<file path="src/rtl/pupil_pkg.sv">
// rtl/pupil_pkg.sv - shared defaults and scan-controller state encoding for the pupil pipeline
package pupil_pkg;

   localparam int DEF_DATA_WIDTH = 8;
   localparam int DEF_IMG_W      = 317;
   localparam int DEF_IMG_H      = 240;

   localparam logic [1:0] ST_IDLE    = 2'd0;
   localparam logic [1:0] ST_ACTIVE  = 2'd1;
   localparam logic [1:0] ST_GAP_ERR = 2'd2;
   localparam logic [1:0] ST_DRAIN   = 2'd3;

   typedef enum logic [1:0] {
      IDLE    = ST_IDLE,
      ACTIVE  = ST_ACTIVE,
      GAP_ERR = ST_GAP_ERR,
      DRAIN   = ST_DRAIN
   } scan_state_t;

endpackage

</file>
<file path="src/rtl/tag_delay.sv">
// rtl/tag_delay.sv - LAT-stage shift register aligning window tags with the window datapath
module tag_delay #(
   parameter int LAT = 1,
   parameter int W   = 1
) (
   input  logic         clk,
   input  logic         rst_n,
   input  logic [W-1:0] d,
   output logic [W-1:0] q
);

   generate
      if (LAT == 0) begin : g_bypass
         assign q = d;
      end else begin : g_pipe
         logic [W-1:0] stage_q [LAT];

         always_ff @(posedge clk or negedge rst_n) begin
            if (!rst_n) begin
               for (int i = 0; i < LAT; i++) stage_q[i] <= '0;
            end else begin
               stage_q[0] <= d;
               for (int i = 1; i < LAT; i++) stage_q[i] <= stage_q[i-1];
            end
         end

         assign q = stage_q[LAT-1];
      end
   endgenerate

endmodule

</file>
<file path="src/rtl/window_scan_ctrl.sv">
// rtl/window_scan_ctrl.sv - raster-scan sequencer feeding the 3x3 window datapath and qualifying its outputs
module window_scan_ctrl
   import pupil_pkg::*;
#(
   parameter int DATA_WIDTH = DEF_DATA_WIDTH,
   parameter int IMG_W      = DEF_IMG_W,
   parameter int IMG_H      = DEF_IMG_H,
   parameter int COL_W      = 9,
   parameter int ROW_W      = 8,
   parameter int WIN_LAT    = 1
) (
   input  logic                  clk,
   input  logic                  rst_n,
   input  logic                  sof,
   input  logic                  in_valid,
   input  logic [DATA_WIDTH-1:0] in_data,
   output logic                  in_ready,
   output logic                  feed_valid,
   output logic [DATA_WIDTH-1:0] feed_data,
   output logic                  win_valid,
   output logic [ROW_W-1:0]      win_row,
   output logic [COL_W-1:0]      win_col,
   output logic                  win_last,
   output logic                  frame_done,
   output logic                  err_gap,
   output logic                  busy
);

   localparam int TAG_W = ROW_W + COL_W + 2;
   localparam int DCW   = $clog2(WIN_LAT + 2);
   localparam logic [COL_W-1:0] COL_LAST   = COL_W'(IMG_W - 1);
   localparam logic [ROW_W-1:0] ROW_LAST   = ROW_W'(IMG_H - 1);
   localparam logic [DCW-1:0]   DRAIN_LAST = DCW'(WIN_LAT);

   scan_state_t           state_q, state_d;
   logic [COL_W-1:0]      col_q, col_d;
   logic [ROW_W-1:0]      row_q, row_d;
   logic [DCW-1:0]        drain_q, drain_d;
   logic                  err_q, err_d;
   logic                  done_q, done_d;
   logic                  take;
   logic [ROW_W-1:0]      pos_row;
   logic [COL_W-1:0]      pos_col;
   logic                  win_here;
   logic [TAG_W-1:0]      tag_d, tag_q, tag_out;
   logic                  feed_valid_q;
   logic [DATA_WIDTH-1:0] feed_data_q;

   // col/row hold the position the next accepted beat will occupy
   always_comb begin
      state_d = state_q;
      col_d   = col_q;
      row_d   = row_q;
      drain_d = drain_q;
      err_d   = err_q;
      done_d  = 1'b0;
      take    = 1'b0;
      pos_row = '0;
      pos_col = '0;
      case (state_q)
         IDLE, GAP_ERR: begin
            if (in_valid && sof) begin
               take    = 1'b1;
               col_d   = COL_W'(1);
               row_d   = '0;
               err_d   = 1'b0;
               state_d = ACTIVE;
            end
         end
         ACTIVE: begin
            if (in_valid) begin
               take = 1'b1;
               if (sof) begin
                  col_d = COL_W'(1);
                  row_d = '0;
               end else begin
                  pos_row = row_q;
                  pos_col = col_q;
                  if (col_q == COL_LAST) begin
                     col_d = '0;
                     if (row_q == ROW_LAST) begin
                        row_d   = '0;
                        drain_d = '0;
                        state_d = DRAIN;
                     end else begin
                        row_d = row_q + 1'b1;
                     end
                  end else begin
                     col_d = col_q + 1'b1;
                  end
               end
            end else if (col_q != '0) begin
               err_d   = 1'b1;
               state_d = GAP_ERR;
            end
         end
         DRAIN: begin
            if (drain_q == DRAIN_LAST) begin
               done_d  = 1'b1;
               state_d = IDLE;
            end else begin
               drain_d = drain_q + 1'b1;
            end
         end
         default: state_d = IDLE;
      endcase
   end

   // a beat completes a window once two full rows and two columns precede it
   always_comb begin
      win_here = take && (pos_row >= ROW_W'(2)) && (pos_col >= COL_W'(2));
      tag_d    = '0;
      if (win_here) begin
         tag_d = {1'b1, pos_row - ROW_W'(1), pos_col - COL_W'(1),
                  (pos_row == ROW_LAST) && (pos_col == COL_LAST)};
      end
   end

   always_ff @(posedge clk or negedge rst_n) begin
      if (!rst_n) begin
         state_q      <= IDLE;
         col_q        <= '0;
         row_q        <= '0;
         drain_q      <= '0;
         err_q        <= 1'b0;
         done_q       <= 1'b0;
         feed_valid_q <= 1'b0;
         feed_data_q  <= '0;
         tag_q        <= '0;
      end else begin
         state_q      <= state_d;
         col_q        <= col_d;
         row_q        <= row_d;
         drain_q      <= drain_d;
         err_q        <= err_d;
         done_q       <= done_d;
         feed_valid_q <= take;
         feed_data_q  <= take ? in_data : '0;
         tag_q        <= tag_d;
      end
   end

   tag_delay #(
      .LAT (WIN_LAT),
      .W   (TAG_W)
   ) u_tag_delay (
      .clk   (clk),
      .rst_n (rst_n),
      .d     (tag_q),
      .q     (tag_out)
   );

   assign in_ready   = (state_q != DRAIN);
   assign busy       = (state_q != IDLE);
   assign err_gap    = err_q;
   assign frame_done = done_q;
   assign feed_valid = feed_valid_q;
   assign feed_data  = feed_data_q;
   assign win_valid  = tag_out[TAG_W-1];
   assign win_row    = tag_out[TAG_W-2 -: ROW_W];
   assign win_col    = tag_out[COL_W:1];
   assign win_last   = tag_out[0];

endmodule

</file>
<file path="config.mk">
export PLATFORM = sky130hd
export DESIGN_NAME = window_scan_ctrl
export DESIGN_NICKNAME = d
export VERILOG_FILES = /design/src/rtl/pupil_pkg.sv /design/src/rtl/tag_delay.sv /design/src/rtl/window_scan_ctrl.sv
export SDC_FILE = /design/constraint.sdc
export NUM_CORES = 1
export LEC_CHECK = 0
export ABC_CLOCK_PERIOD_IN_PS = 2800
export CAP_MARGIN = 5
export CORE_MARGIN = 2
export CORE_UTILIZATION = 45
export DETAILED_ROUTE_END_ITERATION = 8
export GPL_TIMING_DRIVEN = 0
export HOLD_SLACK_MARGIN = 0.1
export PLACE_DENSITY_LB_ADDON = 0.25
export RECOVER_POWER = 50
export SLEW_MARGIN = 30
export SYNTH_ARGS = -nofsm -noshare
export SYNTH_HDL_FRONTEND = slang
export SYNTH_HIERARCHICAL = 1
export SYNTH_SLANG_ARGS = --single-unit
export TNS_END_PERCENT = 1
</file>
<file path="constraint.sdc">
create_clock -name clk -period 2.8 [get_ports clk]
set_clock_uncertainty 0.05 [all_clocks]
set_input_delay 0.28 -clock clk [delete_from_list [all_inputs] [get_ports clk]]
set_output_delay 0.28 -clock clk [all_outputs]
set_load 0.05 [all_outputs]
</file>
# After elaboration in Yosys (flattened, before gate mapping)
# Cells that the tools add are included.
[totals] elab_cells=97 out_inout_bits=32 in_bits=12 register_bits=70
[classes] n_reduce_logical=15 eq_ne=23 magnitude_cmp=2 muxes=42 n_addsub=5
[ops] operator="8-bit 2-to-1 mux" n=9
[ops] operator="9-bit 2-to-1 mux" n=7
[ops] operator="2-bit 2-to-1 mux" n=12
[ops] operator="2-bit inequality test, second input constant" n=10
[ops] operator="19-bit 2-to-1 mux" n=1
[ops] operator="9-bit equality test, second input constant" n=2
[ops] operator="9-bit one-hot mux with 2 select lines" n=1
[ops] operator="8-bit equality test, second input constant" n=2
[ops] operator="8-bit one-hot mux with 2 select lines" n=1
[ops] operator="3-bit inequality test, second input constant" n=5
[ops] operator="6-bit AND reduction" n=2
[ops] operator="9-bit by 1-bit adder with 9-bit output, second input constant" n=1
[ops] operator="9-bit by 2-bit greater-or-equal comparator with 1-bit output, second input constant" n=1
[ops] operator="9-bit nonzero test" n=1
[ops] operator="9-bit by 1-bit subtractor with 9-bit output, second input constant" n=1
[ops] operator="8-bit by 1-bit adder with 8-bit output, second input constant" n=1
[ops] operator="8-bit by 2-bit greater-or-equal comparator with 1-bit output, second input constant" n=1
[ops] operator="4-bit AND reduction" n=2
[ops] operator="8-bit by 1-bit subtractor with 8-bit output, second input constant" n=1
[ops] operator="1-bit 2-to-1 mux" n=7
[ops] operator="2-bit one-hot mux with 3 select lines" n=1
[ops] operator="2-bit nonzero test" n=3
[ops] operator="2-bit by 1-bit equality test with 1-bit output, second input constant" n=2
[ops] operator="2-bit equality test, second input constant" n=2
[ops] operator="other kinds (7)" n=11

# Depth between registers and ports, before layout
[depth] word_depth=7 ltp_mapped=12 depth_no_buf=8

# Modules after synthesis
# Netlist, hierarchy kept.
[by_module_without_submodules] mod="window_scan_ctrl" area_per_inst_um2=2677.6 cells_each=284 n_inst=1 seq_area_each_um2=1276.2
[by_module_without_submodules] mod="tag_delay" area_per_inst_um2=475.5 cells_each=19 n_inst=1 seq_area_each_um2=475.5

# Worst setup path before layout
# No wires, ideal clock.
[synth_path] path_type="register -> register" from="register state_q[0]" to="register tag_q[0]" path_slack_ps=465 period_less_slack_ps=2335 path_buffers=4 required_time_ps=2645 setup_time_ps=105 path_stages_with_launch=11 arrival_ps=2180 cell_sequence="dfrtp_1 -> buf_2 -> nor4bb_1 -> buf_2 -> clkbuf_1 -> nand2_1 -> ha_1 -> clkbuf_1 -> nand2_1 -> or4_1 -> nor4b_1"
[synth_via] elab_chain_cells=6 word_cells_on_any_way=15 classes_between="2 x order compare; 4 x eq/ne; 4 x mux; 5 x reduce/logical"
[synth_lines] element="start: declaration" line_no="window_scan_ctrl.sv:35" rtl="scan_state_t state_q, state_d;"
[synth_lines] element="start signal: assignment" line_no="window_scan_ctrl.sv:131" rtl="state_q <= state_d;"
[synth_lines] element="2-bit by 1-bit equality test with 1-bit output, or another cell as far along" line_no="window_scan_ctrl.sv:60" rtl="case (state_q)"
[synth_lines] element="8-bit 2-to-1 mux or 2-bit OR reduction (tied branches)" line_no="window_scan_ctrl.sv:60"
[synth_lines] element="8-bit by 2-bit greater-or-equal comparator with 1-bit output or 1-bit one-hot mux with 2 select lines (tied branches)" line_no="window_scan_ctrl.sv:111, window_scan_ctrl.sv:60"
[synth_lines] element="1-bit logical AND (2 in series)" line_no="window_scan_ctrl.sv:111" rtl="win_here = take && (pos_row >= ROW_W'(2)) && (pos_col >= COL_W'(2));"
[synth_lines] element="19-bit 2-to-1 mux (*)" line_no="window_scan_ctrl.sv:113" rtl="if (win_here) begin"
[synth_lines] element="via tag_d[0]" line_no="window_scan_ctrl.sv:45" rtl="logic [TAG_W-1:0] tag_d, tag_q, tag_out;"
[synth_lines] element="end signal: assignment" line_no="window_scan_ctrl.sv:139" rtl="tag_q <= tag_d;"
[synth_lines] element="end: declaration" line_no="window_scan_ctrl.sv:45"
# Mark *: on every way through the listed nets, which the timed path passes. The rest lies on a longest branch.
# A chain may end at the register's enable or synchronous reset.

# Worst setup path after layout
[layout_path] from="input in_valid" to="register tag_q[7]"
[layout_via] elab_chain_cells=6 word_cells_on_any_way=14 classes_between="1 x add/sub; 2 x order compare; 8 x mux; 3 x reduce/logical"
[layout_lines] element="start: declaration" line_no="window_scan_ctrl.sv:15" rtl="input logic in_valid,"
[layout_lines] element="8-bit 2-to-1 mux or 1-bit logical AND (tied branches)" line_no="window_scan_ctrl.sv:71, window_scan_ctrl.sv:62"
[layout_lines] element="8-bit 2-to-1 mux or 1-bit 2-to-1 mux (tied branches)" line_no="window_scan_ctrl.sv:60, window_scan_ctrl.sv:62"
[layout_lines] element="8-bit by 2-bit greater-or-equal comparator with 1-bit output or 1-bit one-hot mux with 2 select lines (tied branches)" line_no="window_scan_ctrl.sv:111, window_scan_ctrl.sv:60"
[layout_lines] element="1-bit logical AND (2 in series)" line_no="window_scan_ctrl.sv:111"
[layout_lines] element="19-bit 2-to-1 mux (*)" line_no="window_scan_ctrl.sv:113"
[layout_lines] element="via tag_d[7]" line_no="window_scan_ctrl.sv:45"
# Marks and branches as above.

==> results.yml <==
power:
  power.density_nw_per_um2: 743
  power_frac_clock: 0.311
  totalPowerFinal_mw: 2.96
  switching_share: 0.341
  internal-power_mw: 1.95
  pwr-share-comb: 0.297
  seq_power_share: 0.392
  leakage_nw: 1.88
  p_switching_mw: 1.01
  irDropWorstVdd_mv: 0.458
flow_run:
  cap_viol_max_count: 0
floorplan:
  die_w_um: 87.7
  die-area_um2: 7690
  start_util: 0.464
  ioPinCount: 44
  fp.coreArea_um2: 6790
  num_rows: 30
  fp.dieH_um: 87.7
clock_tree:
  clock_latency_ns: 0.35
  clock-root-buffer: "clkbuf_8"
  htree_levels: 3
  cts_setup_buffers: 0
  tritoncts: "built"
  clkSinkCount: 70
  cts_made_buffers: 9
  clockBufferDepth: 2
  clk_pin_slew_worst_paths_ns: 0.07
worst_setup_path:
  end_kind: "flip-flop"
  worst_path_most_repeated_cell: "buf_2"
  critPathMaxFanout: 18
  cp.arrival_ns: 2.74
  cpPeakStageDelay_ns: 0.51
  worstSetupPathType: "input pin to flip-flop"
  crit_chain: "clkdlybuf4s50_1 > buf_2 > nor4bb_1 > buf_4 > nand2_1 > ha_1 > nor3_1 > nand3_1 > nand4_4 > buf_2 > nor2_1"
  critPathSlowestCell: "clkdlybuf4s50_1"
  cp.required_ns: 2.98
  startpoint_type: "input pin"
yosys:
  synth_cell_types: 46
  synth_seq_cells: 70
  synth_fp_nets: 324
  syn_area_um2: 3150
  synth_top_cell_by_area: "dfrtp_1"
  synth_area_leaders: "dfrtp_1 56%, a21oi_1 3.8%, ha_1 3.6%, nand2_1 2.4%, nor2_1 2.4%"
  avgSynthCellArea_um2: 10.4
  synth_top_area_share: 0.556
  seq_area_frac_synth: 0.556
  yosys_warnings: 6
  synthCells: 303
sta:
  worstMarginPinSlew_ns: 1.29
  setup_viol: 0
  fmax_mhz: 391
  hold_ws_ns: 0.295
  hold_violations: 0
  min_period_ns: 2.56
  finalMaxSlewViolations: 0
  finalCritPeriodShare: 0.914
  finalSetupTns_ns: 0
  relSlewSlack: 0.140
  setup_slack_ns: 0.242
final_layout:
  final_common_cell: "dfrtp_1"
  multi_input_area_um2: 1240
  fillers: 596
  syn_to_final_growth_pct: 26.3
  post-route-cell-area_um2: 3980
  layout.nets: 379
  drive_gt1_frac: 0.0964
  most-common-layout-cells: "70 x dfrtp_1, 41 x clkdlybuf4s50_1, 24 x a21oi_1"
  diodes: 0
  regArea_um2: 1750
run_status:
  status: "complete, no violations"
route:
  drt_pass1_iterations: 4
  first_iter_violations: 112
  drc: 0
  wl_per_cell_um: 13.6
  wirelength_um: 6230
  viasPerCell: 5.27
  ant_nets: 0
  vias: 2419
worst_hold_path:
  hold_class: "flip-flop to flip-flop"
global_route:
  grt_pass1_wl_um: 10500
  grt_pass1_vias: 2300
  overflow: 0
  grt_start_max_net_pins: 48
  grt.total_usage: 0.176
  antenna_found_initial: 0
placement:
  port_buffers: 43
  gp_congestion: 0.867
  pre_cts_slack_ns: -0.495
  hpwl_um: 4350
  placed_cell_area_um2: 3730
==> power groups by stage <==
stage	combinational [mW]	sequential (mW)	clock, mW
2_1_floorplan	0.520	1.27	0
3_3_place_gp	0.848	1.17	0
3_5_place_dp	0.870	1.18	0
4_1_cts	0.874	1.16	0.941
5_1_grt	0.970	1.17	0.996
6_report	0.880	1.16	0.921
==> flip-flops by register name, indices dropped and copies added, names as in the netlist <==
register       cells
col_q              9
drain_q            2
err_gap            1
feed_data          8
feed_valid         1
frame_done         1
row_q              8
state_q            2
tag_q             19
u_tag_delay/q     19
==> layer usage <==
metal | vias up | GRT usage | part of all wire
met3 | 10 | 0.0339 | 0.048
met2 | 66 | 0.282 | 0.48
met4 | 0 | 0.0769 | 0.015
met5 | - | 0 | 0
met1 | 1167 | 0.234 | 0.46
li1 | 1176 | - | -
==> cell usage after synthesis, drive strengths merged <==
cell / count
a21o: 1
nand3b: 2
buf: 11
a41oi: 1
nor2: 20
inv: 18
nor3b: 2
nand4: 9
o221ai: 1
nand2: 21
o31ai: 8
and4bb: 1
mux2: 1
a22oi: 1
nand4b: 2
a21oi: 25
o21a: 2
or3b: 1
mux2i: 1
o21ai: 14
a31oi: 3
xnor2: 6
o32ai: 1
dfrtp: 70
and4: 2
nor4b: 1
o22ai: 1
clkbuf: 10
nor3: 9
and3: 10
ha: 9
nor4: 3
xor2: 7
and2: 4
nand4bb: 1
or4: 7
nor4bb: 1
nor2b: 2
o311ai: 1
a311oi: 1
nand3: 12
==> worst max-delay path, delay by kind of cell <==
kind / cells / cell delay (ns)
buf+inv: 4 / 1.24
simple gates: 6 / 0.98
fa+ha+maj: 1 / 0.23
==> logic make-up after synthesis <==
| logic type | synth area share |
|---|---|
| multiplexers | 0.00675 |
| AO/OA/AOI/OAI | 0.114 |
| flip-flops | 0.556 |
| XOR/XNOR | 0.0361 |
| AND/OR/NAND/NOR | 0.195 |
| buffers and inverters | 0.0571 |
| adder cells (fa/ha/maj) | 0.0357 |
==> cell type report <==
type,count,area share
Clock buffer,11,0.0380
Multi-Input combinational cell,194,0.310
Clock inverter,5,0.0204
Buffer,20,0.0280
Timing Repair Buffer,45,0.117
Tap cell,96,0.0302
Sequential cell,70,0.440
Inverter,18,0.0170
==> path summary, 6_finish.rpt <==
path,from,end,slack [ns],depth (start not counted)
hold / removal,tag_q[8]$_DFF_PN0_,u_tag_delay/q[8]$_DFF_PN0_,0.30,0
setup / recovery,in_valid,tag_q[7]$_DFF_PN0_,0.24,11
setup reg to reg,state_q[0]$_DFFE_PN0P_,tag_q[0]$_DFF_PN0_,0.33,9
hold reg to reg,tag_q[8]$_DFF_PN0_,u_tag_delay/q[8]$_DFF_PN0_,0.30,0
min in group asynchronous,rst_n,feed_data[6]$_DFF_PN0_,0.69,2
max in group asynchronous,rst_n,col_q[0]$_DFFE_PN0P_,1.18,3
==> stage by stage <==
step | util | instances
after global routing | 0.586 | 459
after CTS | 0.584 | 459
after detailed placement | 0.549 | 443
after floorplan | - | 303
after global placement | 0.545 | 442
final | 0.586 | 459
==> timing repair <==
action | 4_1_cts | 5_1_grt
endpoints found under the hold margin | 23 | 0
hold buffers | 1 | 0
gates cloned | 0 | 0
gates resized for setup | 0 | 5
endpoints found under the setup margin | 11 | 12
Note: power is estimated with default switching activity, not from simulation.
